==> config.mk <==
export PLATFORM = sky130hd
export DESIGN_NAME = dut_param_counter_sr
export DESIGN_NICKNAME = d
export VERILOG_FILES = /design/src/rtl/dut_param_pkg.sv /design/src/rtl/dut_chan_counter.sv /design/src/rtl/dut_param_counter_sr.sv
export SDC_FILE = /design/constraint.sdc
export NUM_CORES = 1
export LEC_CHECK = 0
export BUFFER_PORTS_ARGS = -buffer_cell sky130_fd_sc_hd__buf_2
export CAP_MARGIN = 0
export CORE_MARGIN = 2
export CORE_UTILIZATION = 57
export CTS_BUF_LIST = sky130_fd_sc_hd__clkbuf_16
export DETAILED_ROUTE_END_ITERATION = 8
export PLACE_DENSITY = 0.81
export SETUP_SLACK_MARGIN = 0.05
export SYNTH_ARGS = -nofsm -noshare
export SYNTH_HDL_FRONTEND = slang
export SYNTH_SLANG_ARGS = --single-unit
==> constraint.sdc <==
create_clock -name clk -period 2.65 [get_ports clk]
set_input_delay 0 -clock clk [delete_from_list [all_inputs] [get_ports clk]]
set_output_delay 0 -clock clk [all_outputs]
set_load 0.02 [all_outputs]
==> src/rtl/dut_param_pkg.sv <==
// rtl/dut_param_pkg.sv - shared constants for the parametrised counter / shift-register block
package dut_param_pkg;

    localparam logic DIR_UP      = 1'b0;
    localparam logic DIR_DN      = 1'b1;
    localparam int   MODE_WRAP   = 0;
    localparam int   MODE_SAT    = 1;
    localparam int   MATCH_CNT_W = 8;

endpackage

==> src/rtl/dut_chan_counter.sv <==
// rtl/dut_chan_counter.sv - one up/down counter channel with load, wrap/saturate and terminal-count pulse
//
// Ports:
//  clk, reset  clock and synchronous active-high reset
//  en          count enable (ignored while load is set)
//  dir         DIR_UP / DIR_DN
//  load        synchronous load strobe, highest priority after reset
//  load_val    value captured on load
//  cnt         counter value
//  tc          registered terminal-count pulse: high after a wrapping step or a step blocked at a limit
module dut_chan_counter
    import dut_param_pkg::*;
#(
    parameter int CNT_W    = 16,
    parameter int SAT_MODE = MODE_WRAP
) (
    input  logic             clk,
    input  logic             reset,
    input  logic             en,
    input  logic             dir,
    input  logic             load,
    input  logic [CNT_W-1:0] load_val,
    output logic [CNT_W-1:0] cnt,
    output logic             tc
);

    localparam logic [CNT_W-1:0] CNT_MAX = '1;
    localparam logic [CNT_W-1:0] CNT_MIN = '0;
    localparam logic             IS_SAT  = (SAT_MODE == MODE_SAT);

    always_ff @(posedge clk) begin
        if (reset) begin
            cnt <= '0;
            tc  <= 1'b0;
        end else if (load) begin
            cnt <= load_val;
            tc  <= 1'b0;
        end else if (en) begin
            if (dir == DIR_UP) begin
                if (cnt == CNT_MAX) begin
                    // Limit reached: either wrap to zero or stay put; tc flags both cases.
                    tc  <= 1'b1;
                    cnt <= IS_SAT ? CNT_MAX : CNT_MIN;
                end else begin
                    tc  <= 1'b0;
                    cnt <= cnt + 1'b1;
                end
            end else begin
                if (cnt == CNT_MIN) begin
                    tc  <= 1'b1;
                    cnt <= IS_SAT ? CNT_MIN : CNT_MAX;
                end else begin
                    tc  <= 1'b0;
                    cnt <= cnt - 1'b1;
                end
            end
        end else begin
            tc <= 1'b0;
        end
    end

endmodule

==> src/rtl/dut_param_counter_sr.sv <==
// rtl/dut_param_counter_sr.sv - NUM_CNT counter channels plus serial shift register with pattern detector
//
// Ports:
//  clk, reset  clock and synchronous active-high reset
//  a           serial data in; q is a delayed one clock
//  b           shared count direction (0 up, 1 down)
//  cnt_en      per-channel count enable
//  load        per-channel load strobe; load_val goes to every selected channel
//  cnt         channel i at [i*CNT_W +: CNT_W]
//  tc          per-channel terminal-count pulse
//  sr          shift register, newest bit in [0]
//  match       registered pattern match, qualified by shift-register fill
//  match_cnt   saturating count of clocks with match high
module dut_param_counter_sr
    import dut_param_pkg::*;
#(
    parameter int                     CNT_W    = 16,
    parameter int                     NUM_CNT  = 2,
    parameter int                     SR_DEPTH = 4,
    parameter int                     SAT_MODE = MODE_WRAP,
    parameter logic [SR_DEPTH-1:0]    PATTERN  = 4'b1011
) (
    input  logic                        clk,
    input  logic                        reset,
    input  logic                        a,
    input  logic                        b,
    input  logic [NUM_CNT-1:0]          cnt_en,
    input  logic [NUM_CNT-1:0]          load,
    input  logic [CNT_W-1:0]            load_val,
    output logic                        q,
    output logic [NUM_CNT*CNT_W-1:0]    cnt,
    output logic [NUM_CNT-1:0]          tc,
    output logic [SR_DEPTH-1:0]         sr,
    output logic                        match,
    output logic [MATCH_CNT_W-1:0]      match_cnt
);

    localparam int                FILL_W   = $clog2(SR_DEPTH + 1);
    localparam logic [FILL_W-1:0] FILL_MAX = FILL_W'(SR_DEPTH);
    localparam logic [FILL_W-1:0] FILL_ARM = FILL_W'(SR_DEPTH - 1);

    logic [FILL_W-1:0]   fill;
    logic [SR_DEPTH-1:0] sr_next;

    assign sr_next = {sr[SR_DEPTH-2:0], a};

    genvar i;
    generate
        for (i = 0; i < NUM_CNT; i++) begin : g_chan
            dut_chan_counter #(
                .CNT_W    (CNT_W),
                .SAT_MODE (SAT_MODE)
            ) u_chan (
                .clk      (clk),
                .reset    (reset),
                .en       (cnt_en[i]),
                .dir      (b),
                .load     (load[i]),
                .load_val (load_val),
                .cnt      (cnt[i*CNT_W +: CNT_W]),
                .tc       (tc[i])
            );
        end
    endgenerate

    always_ff @(posedge clk) begin
        if (reset) begin
            q         <= 1'b0;
            sr        <= '0;
            fill      <= '0;
            match     <= 1'b0;
            match_cnt <= '0;
        end else begin
            q  <= a;
            sr <= sr_next;
            if (fill != FILL_MAX) begin
                fill <= fill + 1'b1;
            end
            // Compare against the value sr takes on this edge so match lines up with sr.
            // The fill check keeps stale reset zeros from matching an all-zero pattern.
            match <= (sr_next == PATTERN) && (fill >= FILL_ARM);
            if (match && (match_cnt != '1)) begin
                match_cnt <= match_cnt + 1'b1;
            end
        end
    end

endmodule
==> out/summary.md, run 1 <==
After synthesis, the share of flip-flops with an asynchronous set or reset is 0%. Yosys attributes the largest share of cell area to sky130_fd_sc_hd__dfxtp_1 26%, sky130_fd_sc_hd__nor2_1 5.2%, sky130_fd_sc_hd__a21oi_1 5.1%. The run finished with clean final reports. The actual transition at the worst max-transition pin is 0.744 ns, and the number of maximum-capacitance constraint violations is 0.

The first global-routing pass estimated 18600 um of wire. For the final database, setup skew stands at 0.00326 ns. The number of nets handed over by synthesis was 547. Combined global-route utilization of all metal layers: 30.8%. Setup slack closes at 0.258 ns. The shortest period the worst path allows is 2.39 ns. The die is 85.9 um wide. In this run the static leakage power is 1.80 nW. Setup repair after global routing left no endpoint under its margin. For the number of CTS-inserted buffers, the log shows 5. The number of nets at the end of the flow was 609. Traced cell by cell, the critical path runs through inv_1, ha_1, or3b_2, nor4_4, nand3_2, nor3b_1, or3_1, a211oi_2. Biggest area consumer among synthesized cells: sky130_fd_sc_hd__dfxtp_1. The critical path in this run is classified as reg -> reg. Counting buffers and inverters, the worst setup path is 8 cells deep. The final sum of negative setup slack was 0 ns. The run gives 2.61 ns as the arrival time of the worst setup path.

Counting every sink on the clock net gives 50. In the synthesized netlist the dominant register cell turns out to be sky130_fd_sc_hd__dfxtp_1. After clock tree synthesis, the clock-pin slew on the worst setup and hold paths is 0.07 ns.

The count of fill cells added during filler insertion is 569, and the half-perimeter wire length after detailed placement is 8150 um. Clock latency on the worst-skew pair, taken at its later pin, is 0.29 ns. In this run the deepest clock path goes through 2 buffers.

The cell depth of the worst min-delay path was 3; the area of the die was 7380 um2. The core region is 6420 um2. Pre-CTS setup slack: 0.286 ns. TritonCTS built the clock tree. The tools report the global route total overflow as 0. The synthesized design contains 0 enable-type register cells. After layout, the worst path uses 90.3% of the clock period. Number of rows created at floorplan: 29. The hold violation total from the final report is 0, and the netlist area before placement is 3820 um2. Critical path's top delay family: simple AND/OR/NAND/NOR gates. Hold is met by 0.00470 ns.

Final estimated routing congestion in global placement: 0.990. STA classifies the critical path startpoint as a flip-flop. For this configuration, the core starts out at a cell density of 59.5%. The maximum vdd drop was 0.000281 V; the average wire per standard cell was 17.5 um. Summing all placed instances gives a cell area of 4180 um2.

Cells with a size suffix above 1 make up 20.3% of the layout. The run gives 26.2% as the register area share after synthesis. The synthesis-stage register bit count was 50; the final routed DRC violation total was 0. The number of antenna violations at the first check in global routing is 0, and the mean post-synth cell area is 7.45 um2. Number of warnings issued by yosys: 0. Once placement completed, the tool counted placed cells totaling 639. For this run, the number of standard cells in the final layout without fillers is 653.

STA classifies the critical path endpoint as a flip-flop. The tools report the cell chosen for the clock root as sky130_fd_sc_hd__clkbuf_16. Measured along the y axis, the die boundary spans 85.9 um. The run gives 6 as the detailed-routing iteration count for the pre-antenna-repair pass. The cell count of the worst reg-to-reg path is 8, and the max-slew violation count is 0. From synthesis to final layout, the design area changed by 14.8%.

Number of global-route vias before repair: 3878. The type of the most critical hold path was in -> reg. The count of nets left with antenna violations once routing finished came out at 0. Slowest stage cell on the critical path: sky130_fd_sc_hd__or3b_2. Summed over all layers, the routed wires come to 11400 um.

For the cell count after synthesis, the log shows 513. The number of vias per cell was 6.52. The overall power consumption was 2.21 mW; the number of diodes was 0. The tools report the count of unique library cells instantiated by Yosys as 61. Cells fill 68.4% of the core in the end.

For this design the ratio of total power to cell area is 503 nW/um2. STA puts the critical path data required time at 2.86 ns. The remaining max-slew budget at the tightest pin was 50.0%.

The count of buffering cells on the critical path with inverters included works out to 1. Post-CTS timing repair inserted 0 buffers for setup. The total setup violations reported at the end of the flow is 0, and the largest net degree at the start of global routing is 34. CTS built an H-tree with a depth of 2.

The maximum fanout along the worst path came out at 10. In this run the count of I/O pins placed on the die edge is 72. For this block, the via count after detailed routing is 4257. The iteration-0 DRC count of the detailed router is 446.

In this run the tool buffered the top-level ports with 71 buffer cells. After synthesis, the largest area contributor takes up 26.2% of total cell area. The maximum clock frequency came out at 0.418 GHz. The finished cells cover 4390 um2. The largest single stage delay on the critical path is 0.47 ns.
## cells in the final DEF, fill, tap and decap left out, types with 10 or more instances in the layout
cell,n
sky130_fd_sc_hd__nor2_1,53
sky130_fd_sc_hd__nand3_1,23
sky130_fd_sc_hd__nor2b_1,10
sky130_fd_sc_hd__nor4_1,12
sky130_fd_sc_hd__xor2_1,13
sky130_fd_sc_hd__o21ai_0,24
sky130_fd_sc_hd__nand2_1,36
sky130_fd_sc_hd__a21oi_1,39
sky130_fd_sc_hd__ha_1,10
sky130_fd_sc_hd__nor3_1,26
sky130_fd_sc_hd__buf_4,22
sky130_fd_sc_hd__dfxtp_1,50
sky130_fd_sc_hd__buf_2,71
sky130_fd_sc_hd__inv_1,23
sky130_fd_sc_hd__nand4_1,15
sky130_fd_sc_hd__xnor2_1,17
## logic make-up after synthesis
logic type                 share of synthesized area, %
and+or+nand+nor                                    30.1
AOI/OAI and AO/OA                                  23.8
buffers and inverters                              9.23
DFF                                                26.2
xor gates and xnor gates                           6.87
adders and majority gates                          3.27
muxes                                             0.589
## sequential cells by signal (all words and copies together), names as in the netlist
name               cells
g_chan.u_chan.cnt     32
match_cnt              8
g_chan.u_chan.tc       2
sr                     4
fill                   3
match                  1
## area by class of cell
type                    count  area [um2]  share of cell area, %
multi-input cells         394        2470                   56.3
well taps                  77        96.3                   2.19
inverters                  25        93.8                   2.14
repair buffers             99         581                   13.2
flip-flops and latches     50        1000                   22.8
clock buffers               5         125                   2.85
clock inverters             3        21.3                  0.484
## synthesized netlist by cell type (all sizes together), types with 7 or more instances
| library cell | n |
|---|---|
| a2111oi | 7 |
| a211oi | 7 |
| a21oi | 39 |
| a221oi | 8 |
| and3 | 7 |
| buf | 11 |
| clkbuf | 32 |
| dfxtp | 50 |
| ha | 10 |
| inv | 23 |
| nand2 | 36 |
| nand3 | 25 |
| nand4 | 15 |
| nor2 | 53 |
| nor2b | 10 |
| nor3 | 26 |
| nor4 | 14 |
| o21ai | 24 |
| o31ai | 9 |
| xnor2 | 17 |
| xor2 | 13 |
## power by group
part / total [mW] / internal [mW] / switching, mW / leakage (nW)
Combinational: 0.651 / 0.258 / 0.393 / 1.32
Sequential: 0.907 / 0.815 / 0.0923 / 0.412
Clock: 0.648 / 0.350 / 0.298 / 0.0698
Total: 2.21 / 1.42 / 0.783 / 1.80
## layer usage
layer / track usage, % / share of wire, %
met1: 42.7 / 44
met2: 49.2 / 44
met3: 4.23 / 9.3
met4: 10.5 / 2.7
met5: 0 / 0
## worst reg2reg max path: cells and delay by family (launching register included)
kind	cells	cell delay, ns
simple gates	5	1.46
flops	1	0.40
compound gates	1	0.21
fa+ha+maj	1	0.14
buf+inv	1	0.12
## path summary, 6_finish.rpt
path                                              start                        to  slack (ns)
worst max-delay path            g_chan[0].u_chan.cnt[1]  g_chan[0].u_chan.cnt[14]        0.26
worst min-delay path                        load_val[4]   g_chan[0].u_chan.cnt[4]       0.005
worst max register to register  g_chan[0].u_chan.cnt[1]  g_chan[0].u_chan.cnt[14]        0.26
worst min register to register                    sr[2]                     sr[3]        0.48
## repair_timing
| action | CTS | global route |
|---|---|---|
| hold endpoints to repair | 7 | 0 |
| setup endpoints to repair | 0 | 2 |
| gates resized for setup | 0 | 2 |
| hold buffers | 6 | 0 |
Note: power is estimated with default switching activity, not from simulation.
==> run 2, diff against run 1 <==
--- a/config.mk
+++ b/config.mk
@@ -8,10 +8,10 @@
 export BUFFER_PORTS_ARGS = -buffer_cell sky130_fd_sc_hd__buf_2
 export CAP_MARGIN = 0
 export CORE_MARGIN = 2
-export CORE_UTILIZATION = 57
-export CTS_BUF_LIST = sky130_fd_sc_hd__clkbuf_16
+export CORE_UTILIZATION = 58
+export CTS_BUF_LIST = sky130_fd_sc_hd__clkbuf_4 sky130_fd_sc_hd__clkbuf_8
 export DETAILED_ROUTE_END_ITERATION = 8
-export PLACE_DENSITY = 0.81
+export PLACE_DENSITY = 0.82
 export SETUP_SLACK_MARGIN = 0.05
 export SYNTH_ARGS = -nofsm -noshare
 export SYNTH_HDL_FRONTEND = slang
==> out/summary.md, run 2 (same netlist as run 1, synthesis figures left out) <==
The maximum fanout along the worst path was 10. Routability-driven placement finished with a final weighted congestion of 0.984. For this run, the post-layout net count is 611. The library cells used most frequently in the layout, excluding fill and tap cells, are 71 x sky130_fd_sc_hd__buf_2, 53 x sky130_fd_sc_hd__nor2_1, 50 x sky130_fd_sc_hd__dfxtp_1, 39 x sky130_fd_sc_hd__a21oi_1, 36 x sky130_fd_sc_hd__nand2_1. For this run, the slowest stage of the critical path takes 0.47 ns. The tool flagged a number of max-cap violations equal to 0. The tools report the number of clock sinks seen by CTS as 50.

The reg-to-reg critical path startpoint was g_chan[0].u_chan.cnt[1]. The critical path goes through inv_1, ha_1, or3b_2, nor4_4, nand3_2, nor3b_1, or3_1, a211oi_2. For the maximum clock skew at final layout, the log shows 0.00618 ns. The post-route netlist has 20.2% of its cells at a drive strength greater than 1. The first global-routing pass estimated 18900 um of wire. The post-route clock period utilization came out at 91.1%. The critical path required time was 2.88 ns. The analysis attributes to cell leakage a power of 1.79 nW. Headroom to the max-slew limit came out at 56.4%. For the maximum vdd drop, the log shows 0.000382 V. The maximum clock frequency is 0.414 GHz. Clock transition at the register clock pins on the worst setup and hold paths after CTS: 0.10 ns. After detailed routing, the total wire length is 11400 um. The slowest stage cell on the critical path is sky130_fd_sc_hd__or3b_2. The largest net degree at the start of global routing is 37. The number of vias per cell was 6.49. The final setup slack of the worst path came out at 0.235 ns. The cell chosen for the clock root is sky130_fd_sc_hd__clkbuf_8.

The initial utilization of the core area, before any placement, comes to 60.2%. The flow ran to the end, and the final reports show no timing, DRC or antenna violations. For this design the top-level I/O count stands at 72. The tools report the worst hold endpoint as g_chan[0].u_chan.cnt[5].

STA classifies the critical path startpoint as a flip-flop. The shortest period the worst path allows is 2.42 ns. The cell count of the worst reg-to-reg path works out to 8. The min-delay analysis places its worst path in the category in -> reg. Most common cell after layout, fill and taps aside: sky130_fd_sc_hd__buf_2. The initialized floorplan defines 29 standard-cell rows. For the pin with the worst max-slew slack, the measured transition is 0.655 ns.

The run gives 2 as the H-tree depth. The pre-CTS setup slack is 0.296 ns. STA classifies the critical path endpoint as a flip-flop. The number of antenna violations at the first check in global routing is 0. Summing all multi-input logic gate instances after layout gives 2470 um2. The max-slew violation count is 0, and the count of fill cells added during filler insertion is 544. TritonCTS built the clock tree. The areal power density over the cells works out to 485 nW/um2.

In this run, CTS created clock tree buffers numbering 5. The startpoint of the most critical hold path is load_val[5]. Setup repair after global routing left no endpoint under its margin. The clock reaches the later pin of the worst-skew pair after 0.30 ns. The area after detailed placement is 4180 um2, and the total area of sequential cells is 1000 um2. The hold violation total from the final report is 0, and the combined global-route utilization of all metal layers is 31.6%. After detailed routing, the average wire length per cell comes to 17.4 um. By startpoint and endpoint, the worst setup path is classified as reg -> reg. The worst hold path passes through 3 cells.

The tools report the area of the die as 7260 um2. The vertical extent of the die came out at 85.2 um. The via count was 4248. The critical path's top delay family is simple AND/OR/NAND/NOR gates. The half-perimeter wire length after detailed placement is 8060 um, and the number of buffers added on ports is 71. The largest registers in the layout are g_chan.u_chan.cnt: 32 flops, match_cnt: 8 flops, sr: 4 flops. The longest clock path from root to sink contains 2 buffers. The iteration-0 DRC count of the detailed router was 467; the global route total overflow was 0. Register containing the most flip-flops in the final layout: g_chan.u_chan.cnt. From synthesis to final layout, the design area changed by 14.5%. For the final sum of negative setup slack, the log shows 0 ns.

The floorplan die width is 85.2 um, and the number of nets with antenna violations after routing is 0. The worst-case register-to-register setup slack was 0.23 ns. The detailed-routing iteration count for the pre-antenna-repair pass is 6, and the flip-flop count of the largest register after layout is 32. The final routed DRC violation total was 0. The number of diodes was 0; the post-route cell area was 4380 um2. Count of buffering cells on the critical path with inverters included: 1. Data on the critical path arrives at its endpoint at 2.65 ns. The run gives 0 as the total setup violations reported at the end of the flow. The worst register-to-register path ends at g_chan[0].u_chan.cnt[14]. Area of the placeable core: 6350 um2. The tools report the number of global-route vias before repair as 3863.
==> run 2: report_power, final <==
| part | total [mW] | internal, mW | switching [mW] |
|---|---|---|---|
| combinational | 0.656 | 0.263 | 0.393 |
| sequential | 0.909 | 0.814 | 0.0952 |
| clock | 0.558 | 0.292 | 0.266 |
| total | 2.12 | 1.37 | 0.754 |
==> run 2: layer usage <==
metal  global-route usage (%)  up-vias  wire (um)
met5                        0        -          0
met4                     9.96        0        325
met3                     3.60       33        896
met2                     49.4      237       5140
met1                     45.4     1970       5050
li1                         -     2008          -
==> run 2: worst max path at each step <==
stage,from,to,slack (ns),cells past startpoint
final,g_chan[0].u_chan.cnt[1],g_chan[0].u_chan.cnt[14],0.23,8
after global routing,g_chan[0].u_chan.cnt[1],g_chan[0].u_chan.cnt[7],0.06,8
after CTS,g_chan[0].u_chan.cnt[1],g_chan[0].u_chan.cnt[14],0.26,8
after detailed placement,g_chan[0].u_chan.cnt[1],g_chan[0].u_chan.cnt[14],0.30,8
after global placement,g_chan[0].u_chan.cnt[1],g_chan[0].u_chan.cnt[14],0.36,8
after floorplan,g_chan[0].u_chan.cnt[3],g_chan[0].u_chan.cnt[14],0.31,7
==> run 2: area by class of cell <==
class / instances / area share (%)
Timing Repair Buffer: 101 / 13.7
Multi-Input combinational cell: 394 / 56.5
Clock inverter: 2 / 0.858
Clock buffer: 6 / 1.74
Sequential cell: 50 / 22.9
Tap cell: 77 / 2.20
Inverter: 25 / 2.14
==> run 2: metrics by stage <==
stage	utilization, %	hold slack, ns	std cells	total power [mW]
after global placement	65.9	0.260	639	1.53
final	68.9	0.0113	655	2.12
after global routing	68.9	0.00995	655	2.24
after CTS	68.9	0.000737	655	2.12
after floorplan	-	0.0832	513	1.37
after detailed placement	65.9	0.265	639	1.55
==> run 2: what timing repair did <==
action                                 4_1_cts  5_1_grt
hold buffers                                 8        0
resized for setup                            0        1
setup endpoints to repair                    0        1
endpoints found under the hold margin        9        0
setup buffers                                0        0
==> run 2: worst reg2reg max path: stages, from the launching register on <==
cell and delay, ns:
sky130_fd_sc_hd__dfxtp_1 0.41, sky130_fd_sc_hd__inv_1 0.12, sky130_fd_sc_hd__ha_1 0.14, sky130_fd_sc_hd__or3b_2 0.47, sky130_fd_sc_hd__nor4_4 0.24, sky130_fd_sc_hd__nand3_2 0.19, sky130_fd_sc_hd__nor3b_1 0.20, sky130_fd_sc_hd__or3_1 0.37
sky130_fd_sc_hd__a211oi_2 0.21
==> run 3, diff against run 2 <==
--- a/config.mk
+++ b/config.mk
@@ -5,10 +5,11 @@
 export SDC_FILE = /design/constraint.sdc
 export NUM_CORES = 1
 export LEC_CHECK = 0
+export ABC_AREA = 1
 export BUFFER_PORTS_ARGS = -buffer_cell sky130_fd_sc_hd__buf_2
 export CAP_MARGIN = 0
 export CORE_MARGIN = 2
-export CORE_UTILIZATION = 58
+export CORE_UTILIZATION = 59
 export CTS_BUF_LIST = sky130_fd_sc_hd__clkbuf_4 sky130_fd_sc_hd__clkbuf_8
 export DETAILED_ROUTE_END_ITERATION = 8
 export PLACE_DENSITY = 0.82
==> constraint.sdc (replaced) <==
create_clock -name clk -period 2.25 [get_ports clk]
set_input_delay 0 -clock clk [delete_from_list [all_inputs] [get_ports clk]]
set_output_delay 0 -clock clk [all_outputs]
set_load 0.02 [all_outputs]
==> out/summary.md, run 3 <==
Setup repair after global routing left no endpoint under its margin. TritonCTS built the clock tree. The number of CTS-inserted buffers is 5, and the post-route clock period utilization is 84.6%.

Each instance of the synthesized netlist takes up on average 5.88 um2. STA puts the critical path data required time at 2.47 ns. The number of clock sinks seen by CTS was 50. The floorplan die width is 88.3 um, and the cell count after synthesis is 712.

In the routed layout, each cell is associated on average with a via count of 5.78. In the final timing run, aggregate negative setup slack is 0 ns. The combined global-route utilization of all metal layers is 33.1%, and the initial standard-cell utilization of the core is 61.3%. Summing the sequential cell areas from Yosys gives 23.9% of the chip area. The type of the most critical hold path was in -> reg. For this run, the leading register cell type out of synthesis is sky130_fd_sc_hd__dfxtp_1. The logs give 7790 um2 for the area of the die and 1.02 for the final estimated routing congestion in global placement. Sorting the synthesized cells by area gives the leading types as sky130_fd_sc_hd__dfxtp_1 24%, sky130_fd_sc_hd__nand2_1 18%, sky130_fd_sc_hd__nor2_1 8.5%. Synthesis instantiated 43 different standard cells from the library. Post-CTS timing repair inserted 0 buffers for setup.

At the placement stage, the worst setup path has a slack of 0.419 ns. The number of antenna diodes in the final layout is 0. The total setup violations reported at the end of the flow was 0; the clock transition at the register clock pins on the worst setup and hold paths after CTS was 0.10 ns.

Synthesis produced a netlist with a net count of 746. The tree is rooted in a sky130_fd_sc_hd__clkbuf_8. Setup slack on the critical path of the routed design comes to 0.346 ns. The run gives 13100 um as the total detailed-routing wirelength. Most instantiated library cell after synthesis: sky130_fd_sc_hd__nand2_1. Wire segments on met3 add up to 1500 um in the final route. Detailed-routing iteration count for the pre-antenna-repair pass: 7. For this design the static power due to leakage is 2.27 nW. The number of global-route vias before repair was 4364. Summed over all layers, the global routing overflow is 0. The average wire per standard cell is 15.1 um, and the met2 wirelength from detailed routing is 5800 um. In the layout the commonest cells are 200 x sky130_fd_sc_hd__nand2_1, 95 x sky130_fd_sc_hd__nor2_1, 79 x sky130_fd_sc_hd__inv_1, 71 x sky130_fd_sc_hd__buf_2, 65 x sky130_fd_sc_hd__nand3_1.

The worst setup path is of the reg -> reg kind. The number of rows created at floorplan was 30; the number of buffers added on ports was 71. Register containing the most flip-flops in the final layout: g_chan.u_chan.cnt. The hold violation total from the final report is 0. Across the run, the number of max-cap violations was 0. VDD sags by at most 0.000340 V. Flip-flop count of the largest register after layout: 32. The H-tree was split into 2 levels. After detailed routing, the number of remaining DRC violations is 0. Entering global routing, the biggest net connects 29 pins. The first global-routing pass estimated 20600 um of wire. Excluding fillers, the count of instances in the completed layout stands at 864. The number of buffers on the longest clock path is 2, and the maximum fanout along the worst path is 6. The layout-stage area growth over the synthesis result was 11.6%. The finished cells cover 4670 um2.

The tools report the maximum clock skew at final layout as 0.00655 ns. The worst setup path is launched from a flip-flop. For the max-slew violation count, the log shows 0.

In the final layout, the registers with the most flip-flops are g_chan.u_chan.cnt: 32 flops, match_cnt: 8 flops, sr: 4 flops. Final hold analysis gives a worst-case slack of 0.00889 ns. During synthesis, Yosys emitted a total of 0 warnings. The areal power density over the cells was 560 nW/um2.

Of all cell types, the one taking the most synthesized area is sky130_fd_sc_hd__dfxtp_1. The area after detailed placement was 4550 um2. The tools report the number of nets with antenna violations after routing as 0.

Detailed placement ended at an HPWL of 9960 um. Counting flops with a built-in enable in the synthesized netlist gives 0. For the worst-skew pair later-pin latency, the log shows 0.32 ns. The logs give 435 for the iteration-0 DRC count of the detailed router and 2.12 ns for the arrival time of the worst setup path. The worst pin sits at a relative slew slack of 57.1%. The via count was 4994; the netlist area before placement was 4190 um2. The shortest period the worst path allows was 1.90 ns. Derived from the worst setup path, the maximum achievable clock frequency is 0.525 GHz.

After synthesis, the most frequently instantiated cells are 200 x sky130_fd_sc_hd__nand2_1, 95 x sky130_fd_sc_hd__nor2_1, 79 x sky130_fd_sc_hd__inv_1. The fraction of layout cells with a size suffix above 1 came out at 14.5%. Leaving out fill and tap cells, the most frequent cell in the layout is sky130_fd_sc_hd__nand2_1.

The run finished with clean final reports. After synthesis, the share of flip-flops with an asynchronous set or reset is 0%. Pin placement for this block handled 72 I/O pins. The worst setup path is captured at a flip-flop. After detailed routing, the wire length on met1 is 5590 um. The detailed router used layers up to and including met5.

After synthesis, the largest area contributor takes up 23.9% of total cell area. After floorplanning, the core was sized to cover 6830 um2. For this run, the post-layout net count is 801. From bottom edge to top edge, the die measures 88.3 um.

Number of placed instances, taps included: 855. Number of antenna violations at the first check in global routing: 1. The actual transition at the worst max-transition pin is 0.641 ns.

The synthesis-stage register bit count came out at 50.
==> run 3: cells by family after synthesis <==
kind of cell	Yosys count	synth area share, %
DFF	50	23.9
buffers and inverters	113	11.1
and+or+nand+nor	419	44.1
adders and majority gates	10	2.99
AOI/OAI and AO/OA	108	15.3
xor gates and xnor gates	12	2.51
==> run 3: path summary, 6_finish.rpt <==
path | start | to | slack, ns | cells past startpoint
setup / recovery | g_chan[1].u_chan.cnt[1] | g_chan[1].u_chan.cnt[13] | 0.35 | 10
hold / removal | load_val[10] | g_chan[0].u_chan.cnt[10] | 0.009 | 3
setup reg to reg | g_chan[1].u_chan.cnt[1] | g_chan[1].u_chan.cnt[13] | 0.35 | 10
hold reg to reg | sr[1] | sr[2] | 0.45 | 2
==> run 3: cell type report <==
class                      count  area (um2)
clock buffer                   5        68.8
clock inverter                 3        43.8
fill                         663        2160
inverter                      84         315
multi-input combinational    549        2720
sequential                    50        1000
tap                           96         120
timing repair buffer          77         403
==> run 3: worst max-delay path: stages, from the launching register on <==
cell                      delay (ns)
sky130_fd_sc_hd__dfxtp_1        0.45
sky130_fd_sc_hd__ha_1           0.24
sky130_fd_sc_hd__nand3_1        0.15
sky130_fd_sc_hd__nor2_4         0.19
sky130_fd_sc_hd__nand4_1        0.20
sky130_fd_sc_hd__nand2_1        0.11
sky130_fd_sc_hd__inv_1          0.13
sky130_fd_sc_hd__nand3_1        0.12
sky130_fd_sc_hd__nand3_1        0.10
sky130_fd_sc_hd__nand2_1        0.08
sky130_fd_sc_hd__nand2_1        0.05
==> run 3: where the power goes <==
| group | switching [mW] | internal (mW) | total (mW) |
|---|---|---|---|
| logic | 0.564 | 0.292 | 0.855 |
| clock network | 0.336 | 0.334 | 0.670 |
| registers | 0.134 | 0.959 | 1.09 |
| total | 1.03 | 1.58 | 2.62 |
==> run 3: through the flow <==
stage          power (mW)  util [%]
2_1_floorplan        1.71         -
4_1_cts              2.61      68.4
5_1_grt              2.76      68.4
6_report             2.62      68.4
3_5_place_dp         1.95      66.6
3_3_place_gp         1.93      66.6
==> run 3: layer usage <==
layer	GRT usage [%]	up-vias
li1	-	2435
met1	45.9	2236
met2	52.8	299
met3	7.65	22
met4	7.16	2
met5	0	-
==> run 3: repair_timing <==
item                      CTS  global route
resized for setup           0             0
hold buffers                1             0
hold endpoints to repair    1             0
